File: config.mk
export PLATFORM = sky130hd
export DESIGN_NAME = spi_slave
export DESIGN_NICKNAME = d
export VERILOG_FILES = /design/src/rtl/spi_slave.sv
export SDC_FILE = /design/constraint.sdc
export NUM_CORES = 1
export LEC_CHECK = 0
export CAP_MARGIN = 20
export CORE_ASPECT_RATIO = 0.6
export CORE_MARGIN = 2
export CORE_UTILIZATION = 55
export DETAILED_ROUTE_END_ITERATION = 12
export MAX_ROUTING_LAYER = met4
export PLACE_DENSITY = 0.8
export SLEW_MARGIN = 30
export SYNTH_ARGS = -nofsm -noshare
export SYNTH_HDL_FRONTEND = slang
export SYNTH_SLANG_ARGS = --single-unit
File: constraint.sdc
create_clock -name i_sys_clk -period 2 [get_ports i_sys_clk]
set_clock_uncertainty 0.1 [all_clocks]
set_input_delay 0.4 -clock i_sys_clk [delete_from_list [all_inputs] [get_ports i_sys_clk]]
set_output_delay 0.4 -clock i_sys_clk [all_outputs]
set_load 0.01 [all_outputs]
File: src/rtl/spi_slave.sv
// spi_slave: SPI responder, all bus inputs oversampled in the system clock domain.
// Optional: define SPI_SLAVE_OVR_IRQ_EN so that an overrun alone also raises o_interrupt.
module spi_slave #(
  parameter int DATA_W      = 8,
  parameter int SYNC_STAGES = 2
) (
  input  logic              i_sys_clk,
  input  logic              i_sys_rst,
  input  logic [7:0]        i_data_config,
  input  logic [DATA_W-1:0] i_data,
  input  logic              i_load,
  input  logic              i_rd,
  output logic [DATA_W-1:0] o_data,
  output logic              o_rx_valid,
  output logic              o_tx_empty,
  output logic              o_overrun,
  output logic              o_interrupt,
  input  logic              i_SCK,
  input  logic              i_SS,
  input  logic              i_MOSI,
  output logic              o_MISO,
  output logic              o_MISO_oe
);

  localparam int CNT_W = $clog2(DATA_W + 1);

  typedef enum logic [1:0] {IDLE, LOAD, SHIFT, DONE} state_t;

  state_t                 state_q, state_d;
  logic [SYNC_STAGES-1:0] sckSync_q, ssSync_q, mosiSync_q;
  logic                   sckPrev_q, ssPrev_q;
  logic                   cpol_q, cpol_d, cpha_q, cpha_d, lsb_q, lsb_d;
  logic [CNT_W-1:0]       cnt_q, cnt_d;
  logic [DATA_W-1:0]      rxShift_q, rxShift_d, txShift_q, txShift_d;
  logic [DATA_W-1:0]      txBuf_q, txBuf_d, data_q, data_d;
  logic                   txEmpty_q, txEmpty_d, rxValid_q, rxValid_d;
  logic                   overrun_q, overrun_d, miso_q, miso_d, oe_q, oe_d;

  logic spe, spie, sckNow, ssNow, mosiNow;
  logic sckRise, sckFall, ssFall, ssRise, leadEdge, trailEdge, sampleEdge, shiftEdge;
  logic bufTaken;
  logic [DATA_W-1:0] loadWord;
  logic unusedCfg;

  function automatic logic headBit(input logic [DATA_W-1:0] w, input logic lsb);
    return lsb ? w[0] : w[DATA_W-1];
  endfunction

  function automatic logic [DATA_W-1:0] shiftOut(input logic [DATA_W-1:0] w, input logic lsb);
    return lsb ? {1'b0, w[DATA_W-1:1]} : {w[DATA_W-2:0], 1'b0};
  endfunction

  assign spe       = i_data_config[7];
  assign spie      = i_data_config[6];
  assign unusedCfg = ^{i_data_config[5:4], i_data_config[1]};

  assign sckNow     = sckSync_q[SYNC_STAGES-1];
  assign ssNow      = ssSync_q[SYNC_STAGES-1];
  assign mosiNow    = mosiSync_q[SYNC_STAGES-1];
  assign sckRise    = sckNow & ~sckPrev_q;
  assign sckFall    = ~sckNow & sckPrev_q;
  assign ssFall     = ~ssNow & ssPrev_q;
  assign ssRise     = ssNow & ~ssPrev_q;
  assign leadEdge   = cpol_q ? sckFall : sckRise;
  assign trailEdge  = cpol_q ? sckRise : sckFall;
  assign sampleEdge = cpha_q ? trailEdge : leadEdge;
  assign shiftEdge  = cpha_q ? leadEdge : trailEdge;

  // An empty buffer sends zeros unless the host writes in the very cycle it is taken.
  assign loadWord = txEmpty_q ? (i_load ? i_data : '0) : txBuf_q;

  always_comb begin
    state_d   = state_q;
    cpol_d    = cpol_q;
    cpha_d    = cpha_q;
    lsb_d     = lsb_q;
    cnt_d     = cnt_q;
    rxShift_d = rxShift_q;
    txShift_d = txShift_q;
    txBuf_d   = txBuf_q;
    txEmpty_d = txEmpty_q;
    data_d    = data_q;
    rxValid_d = rxValid_q;
    overrun_d = overrun_q;
    miso_d    = miso_q;
    oe_d      = oe_q;
    bufTaken  = 1'b0;

    if (i_rd) begin
      rxValid_d = 1'b0;
      overrun_d = 1'b0;
    end

    if (!spe) begin
      state_d = IDLE;
      oe_d    = 1'b0;
    end else begin
      unique case (state_q)
        IDLE: begin
          if (ssNow) oe_d = 1'b0;
          if (ssFall) begin
            state_d = LOAD;
            cpol_d  = i_data_config[3];
            cpha_d  = i_data_config[2];
            lsb_d   = i_data_config[0];
          end
        end
        LOAD: begin
          if (ssRise) begin
            state_d = IDLE;
            oe_d    = 1'b0;
          end else begin
            bufTaken  = 1'b1;
            oe_d      = 1'b1;
            cnt_d     = '0;
            state_d   = SHIFT;
            if (cpha_q) begin
              txShift_d = loadWord;
            end else begin
              miso_d    = headBit(loadWord, lsb_q);
              txShift_d = shiftOut(loadWord, lsb_q);
            end
          end
        end
        SHIFT: begin
          if (ssRise) begin
            state_d = IDLE;
            oe_d    = 1'b0;
          end else begin
            if (shiftEdge) begin
              miso_d    = headBit(txShift_q, lsb_q);
              txShift_d = shiftOut(txShift_q, lsb_q);
            end
            if (sampleEdge) begin
              rxShift_d = lsb_q ? {mosiNow, rxShift_q[DATA_W-1:1]}
                                : {rxShift_q[DATA_W-2:0], mosiNow};
              if (cnt_q == CNT_W'(DATA_W - 1)) begin
                cnt_d   = '0;
                state_d = DONE;
              end else begin
                cnt_d = cnt_q + 1'b1;
              end
            end
          end
        end
        DONE: begin
          if (!rxValid_q || i_rd) begin
            data_d    = rxShift_q;
            rxValid_d = 1'b1;
          end else begin
            overrun_d = 1'b1;
          end
          // Back-to-back: the next word's first bit goes out on the next shift edge,
          // which for CPHA=0 is the trailing edge of the frame just finished.
          if (!ssNow) begin
            state_d   = SHIFT;
            bufTaken  = 1'b1;
            txShift_d = loadWord;
            cnt_d     = '0;
            oe_d      = 1'b1;
          end else begin
            state_d = IDLE;
          end
        end
      endcase
    end

    if (bufTaken) begin
      txEmpty_d = 1'b1;
    end else if (i_load && txEmpty_q) begin
      txBuf_d   = i_data;
      txEmpty_d = 1'b0;
    end
  end

  always_ff @(posedge i_sys_clk) begin
    if (!i_sys_rst) begin
      state_q    <= IDLE;
      sckSync_q  <= {SYNC_STAGES{i_data_config[3]}};
      sckPrev_q  <= i_data_config[3];
      ssSync_q   <= '1;
      ssPrev_q   <= 1'b1;
      mosiSync_q <= '0;
      cpol_q     <= 1'b0;
      cpha_q     <= 1'b0;
      lsb_q      <= 1'b0;
      cnt_q      <= '0;
      rxShift_q  <= '0;
      txShift_q  <= '0;
      txBuf_q    <= '0;
      txEmpty_q  <= 1'b1;
      data_q     <= '0;
      rxValid_q  <= 1'b0;
      overrun_q  <= 1'b0;
      miso_q     <= 1'b0;
      oe_q       <= 1'b0;
    end else begin
      state_q    <= state_d;
      sckSync_q  <= {sckSync_q[SYNC_STAGES-2:0], i_SCK};
      sckPrev_q  <= sckNow;
      ssSync_q   <= {ssSync_q[SYNC_STAGES-2:0], i_SS};
      ssPrev_q   <= ssNow;
      mosiSync_q <= {mosiSync_q[SYNC_STAGES-2:0], i_MOSI};
      cpol_q     <= cpol_d;
      cpha_q     <= cpha_d;
      lsb_q      <= lsb_d;
      cnt_q      <= cnt_d;
      rxShift_q  <= rxShift_d;
      txShift_q  <= txShift_d;
      txBuf_q    <= txBuf_d;
      txEmpty_q  <= txEmpty_d;
      data_q     <= data_d;
      rxValid_q  <= rxValid_d;
      overrun_q  <= overrun_d;
      miso_q     <= miso_d;
      oe_q       <= oe_d;
    end
  end

  assign o_data     = data_q;
  assign o_rx_valid = rxValid_q;
  assign o_tx_empty = txEmpty_q;
  assign o_overrun  = overrun_q;
  assign o_MISO     = miso_q;
  assign o_MISO_oe  = oe_q;

`ifdef SPI_SLAVE_OVR_IRQ_EN
  assign o_interrupt = spie & (rxValid_q | overrun_q);
`else
  assign o_interrupt = spie & rxValid_q;
`endif

endmodule
== Word-level counts from Yosys, hierarchy flattened ==
Index checks and enable logic that the tools add are counted.
Storage, ports and cells
  register bits after elaboration: 54
  output and inout bits: 14
  word-level logic and storage cells: 117
Operators by class
  add/sub/neg operators: 1
  equality and inequality tests: 15
  muxes and demuxes: 53
  bitwise gates (word level): 12
  reduce and logical (&&, ||, !) cells: 17
Operators with widths (number)
  8-bit two-way mux: 10
  1-bit two-way mux: 25
  8-bit case mux with 3 select lines: 1
  4-bit two-way mux: 5
  2-bit inequality test (second input constant): 9
  6-bit AND reduction: 3
  2-bit two-way mux: 7
  4-bit case mux with 3 select lines: 1
  3-bit AND reduction: 4
  2-bit case mux with 4 select lines: 1
  1-bit NOT: 7
  3-bit inequality test (second input constant): 2
  1-bit bitwise AND: 5
  4-bit by 1-bit adder with 4-bit output (second input constant): 1
  2-bit == test (second input constant): 2
  4-bit by 3-bit == test with 1-bit output (second input constant): 1
  1-bit case mux with 2 select lines: 2
  1-bit case mux with 4 select lines: 1
  2-bit AND reduction: 2
  4-bit AND reduction: 1
  3-bit nonzero test: 1
  2-bit by 1-bit == test with 1-bit output (second input constant): 1
  2-bit logical NOT: 1
  2-bit nonzero test: 1
  other kinds (4): 4

== Logic depth before layout (Yosys ltp) ==
  word-level depth: 7
  gate-level depth with buffers: 6
  gate-level depth less buffers: 5

== Worst setup path after synthesis ==
Ideal clock, no wire load.
  path kind: input to register
  start point: input i_data_config[7]
  end point: register cnt_q[2]
  setup time: 0.059 ns
  arrival: 1.508 ns
  required time: 1.841 ns
  setup slack: 0.333 ns
  stages: 6
  buffers on the path: 2
  cell sequence: buf_2 > o21ai_1 > a211o_1 > buf_2 > nor4b_2 > o31a_1
Between the ends
  longest elaborated chain between the ends: 1
Ends and longest elaborated chain
  start: declaration: RTL line 9  | input logic [7:0] i_data_config,
  6-bit AND reduction (no line)
  end signal: assignment: RTL line 207  | cnt_q <= cnt_d;
  end: declaration: RTL line 33  | logic [CNT_W-1:0] cnt_q, cnt_d;
No other way between the ends.
A chain may end at the register's enable or synchronous reset.

== Worst setup path in the final report ==
  start point: register txEmpty_q (netlist: o_tx_empty)
  end point: output o_tx_empty
RTL lines
  start: declaration: RTL line 36  | logic txEmpty_q, txEmpty_d, rxValid_q, rxValid_d;
  start signal: assignment: RTL line 211  | txEmpty_q <= txEmpty_d;
  end: declaration: RTL line 15  | output logic o_tx_empty,
No word-level cell between the ends.

==> summary.md <==
| Metric | Value |
|---|---|
| First-pass GRT wire length | 11600 µm |
| RSZ-0062 raised after global routing | no |
| CP arrival | 1.41 ns |
| Post-DRT Antenna Nets | 0 |
| Fmax | 523 MHz |
| Fin crit period | 1.91 ns |
| Area leader, netlist | dfxtp_1 |
| Clock Path Buffers | 2 |
| Worst Setup Path Type | reg -> out |
| Critical path endpoint category | output pin |
| Crit Reg-Reg Endpoint | rxShift_q[3]$_SDFFE_PN0P_ |
| Pins Over Slew Limit | 0 |
| Status | finished clean |
| Crit path cell chain | buf_4, clkdlybuf4s50_1 |
| Slew of the pin with the lowest slew margin | around 0.48 ns |
| Clk pwr share | approximately 35% |
| Reg2reg setup slack | between 0.1 and 0.15 ns |
| CTS tree | built |
| Die X | 95 µm |
| Core Util, Final | 71.9% |
| Post-DR vias/cell | 6.14 |
| Synth-to-layout area growth | 23.2% |
| Max FO, Critical Path | 12 |
| Reg2Reg Depth | 4 |
| DRC | 0 |
| Worst hold path type | reg -> reg |
| Cells taking the most area after synthesis | dfxtp_1 40%, mux2i_1 9.2%, a21oi_1 4.6% |
| Total iterations of the first detailed-routing run | 6 |
| Max Cap Viol | 0 |
| Commonest non-fill, non-tap cell in the layout | dfxtp_1 |
| Fin. Hold Viols | 0 |
| Async set-reset flop share out of synthesis | 0% |
| # rows | 19 |
| Die H | 58.6 µm |
| Worst Setup Start Kind | flip-flop |
| Vias in the first global route | 2263 |
| Switching power total | just over 0.5 mW |
| Setup crit start | o_tx_empty$_SDFFE_PP1P_ |
| Fin area | 3370 µm² |
| Remaining global-route overflow | 0 |
| Root buf cell | clkbuf_8 |
| I/O pins | 37 |
| CTS clock-pin slew for the worst setup and hold paths | 0.09 ns |
| Initial antenna violation count | 0 |
| # port buffers | 33 |
| Leakage power | around 1.2 nW |
| Worst slew margin | roughly two thirds |
| Top cell type's share of synthesized area | 39.6% |
| Synthesized area per cell | 9.05 µm² |
| Syn Inst Count | 302 |
| HPWL after detailed placement | roughly 5400 µm |
| Power Density | 621 nW/µm² |
| Syn Nets | 326 |
| Initial core utilization | 58.3% |
| Fin crit share | 95.6% |
| Int Power | 1.59 mW |
| DP Area | 3250 µm² |
| Warnings from Yosys | 0 |
| Critical Path End | o_tx_empty |
| Critical R2R Launch | ssPrev_q$_SDFF_PN1_ |
| Power share of the combinational group | 11.8% |
| Number of synthesized flops with an enable pin | 0 |
| CP max-delay cell | clkdlybuf4s50_1 |
| Layout cells sized above 1 | 14.6% |
| Htree depth | 2 |
| Routability cong. | 0.938 |
| DR WL/cell | about 17 µm |
| Fill count | 366 |
| Drt total wl | around 7200 µm |
| Num CTS Buffers | 5 |
| Critical Path RT | 1.50 ns |
| CORE AREA | 4680 µm² |
| Clk Latency, worst-skew pair | 0.31 ns |
| Largest net degree at the start of global routing | 22 |
| Max incr delay on CP | 0.55 ns |
| Area of the mapped netlist | 2730 µm² |
| Via Count | 2534 |
| Yosys reg bits | between 50 and 60 |
| Post-CTS Hold Buffers | 0 |
| Post-synthesis sequential area ratio | 39.6% |
| Most frequent cells in the layout | 52 x dfxtp_1, 32 x clkdlybuf4s50_1, 30 x buf_4 |
| Synth cell types | 53 |
| Hold WS | approximately 0.32 ns |
| Switching part of the total | 24.1% |
| Sink Count | between 50 and 60 |
| Final setup violation count | 0 |
| Final #Nets | 373 |
| DRT iter0 DRCs | about 280 |
| Die area | 5570 µm² |
| Power, Total | 2.09 mW |
| Antenna cell count | 0 |
| Top FF cell, synth | dfxtp_1 |
| Flop pwr share | between 50 and 60% |
| All-Layer GR Usage | between 20% and 30% |
| Largest vdd supply drop | between 0.0003 and 0.0004 V |
## logic make-up after synthesis
| family | synth area share, % |
|---|---|
| and+or+nand+nor | 20.4 |
| AOI/OAI and AO/OA | 23.1 |
| DFF | 39.6 |
| muxes | 10.8 |
| buffers and inverters | 4.67 |
| xor gates and xnor gates | 1.01 |
| adders and majority gates | 0.458 |
## worst min path at each step
stage / end / cells past startpoint / from
finish: ssSync_q[1]$_SDFF_PN1_ / 1 / ssSync_q[0]$_SDFF_PN1_
global route: ssSync_q[1]$_SDFF_PN1_ / 1 / ssSync_q[0]$_SDFF_PN1_
CTS: ssSync_q[1]$_SDFF_PN1_ / 1 / ssSync_q[0]$_SDFF_PN1_
detailed placement: ssSync_q[1]$_SDFF_PN1_ / 1 / ssSync_q[0]$_SDFF_PN1_
global placement: ssSync_q[1]$_SDFF_PN1_ / 1 / ssSync_q[0]$_SDFF_PN1_
floorplan: ssSync_q[1]$_SDFF_PN1_ / 1 / ssSync_q[0]$_SDFF_PN1_
## layout make-up
cell class / instances / area, µm² / share of cell area, %
Inverter: 3 / 11.3 / 0.335
Timing Repair Buffer: 63 / 558 / 16.6
Sequential cell: 54 / 1080 / 32.2
Clock inverter: 3 / 40.0 / 1.19
Tap cell: 63 / 78.8 / 2.34
Multi-Input combinational cell: 222 / 1530 / 45.3
Clock buffer: 5 / 68.8 / 2.04
## worst max-delay path, delay by kind of cell (launching register included)
| family | cells | cell delay [ns] |
|---|---|---|
| buffers and inverters | 2 | 0.74 |
| DFF | 1 | 0.37 |
## sequential cells by signal, summed over array words and instances, names as in the netlist, 2 cells and up
signal and cells:
cnt_q 4, mosiSync_q 2, o_data 8, rxShift_q 8
sckSync_q 2, ssSync_q 2, state_q 2, txBuf_q 8
txShift_q 8
## synthesized netlist by cell type (2+ instances only)
library cell   n
a21oi_1       25
a222oi_1       5
a311oi_1       4
a31oi_1        7
a32o_1         2
a41oi_1        2
and2_1         6
and3_1         2
buf_2         12
buf_6          2
clkbuf_1       8
clkinv_1       2
dfxtp_1       54
mux2_2         2
mux2i_1       25
nand2_1       17
nand2b_1       8
nand3_1       18
nand3b_1       2
nor2_1        16
nor2b_1       10
nor3_1         3
nor3b_1        2
o2111ai_1      5
o211a_1        3
o21ai_0       11
o21ai_1       10
o221a_1        4
o22a_1         2
or2_1          2
or3_1          9
## power by group through the flow
stage	logic [mW]	clock network (mW)	registers [mW]
CTS	0.241	0.741	1.12
finish	0.246	0.723	1.12
floorplan	0.140	0	1.14
global placement	0.233	0	1.14
detailed placement	0.239	0	1.14
global route	0.264	0.790	1.12
## through the flow
| stage | cells | setup TNS (ns) | setup slack, ns |
|---|---|---|---|
| 2_1_floorplan | 302 | 0 | 0.333 |
| 3_3_place_gp | 405 | -1.93 | -0.150 |
| 3_5_place_dp | 405 | -2.29 | -0.190 |
| 4_1_cts | 413 | 0 | 0.0129 |
| 5_1_grt | 413 | 0 | 0.00576 |
| 6_report | 413 | 0 | 0.0883 |
## metal layers
metal | vias up | global-route usage [%] | part of all wire [%]
li1 | 1223 | - | -
met1 | 1201 | 42.5 | 51
met2 | 102 | 37.5 | 40
met3 | 8 | 5.76 | 8.0
met4 | 0 | 6.42 | 1.0
met5 | - | - | 0
## repair_timing
item	CTS	global route
endpoints found under the setup margin	0	12
buffers inserted	0	0
gates resized for setup	0	4
Power figures use the tool's default switching activity.
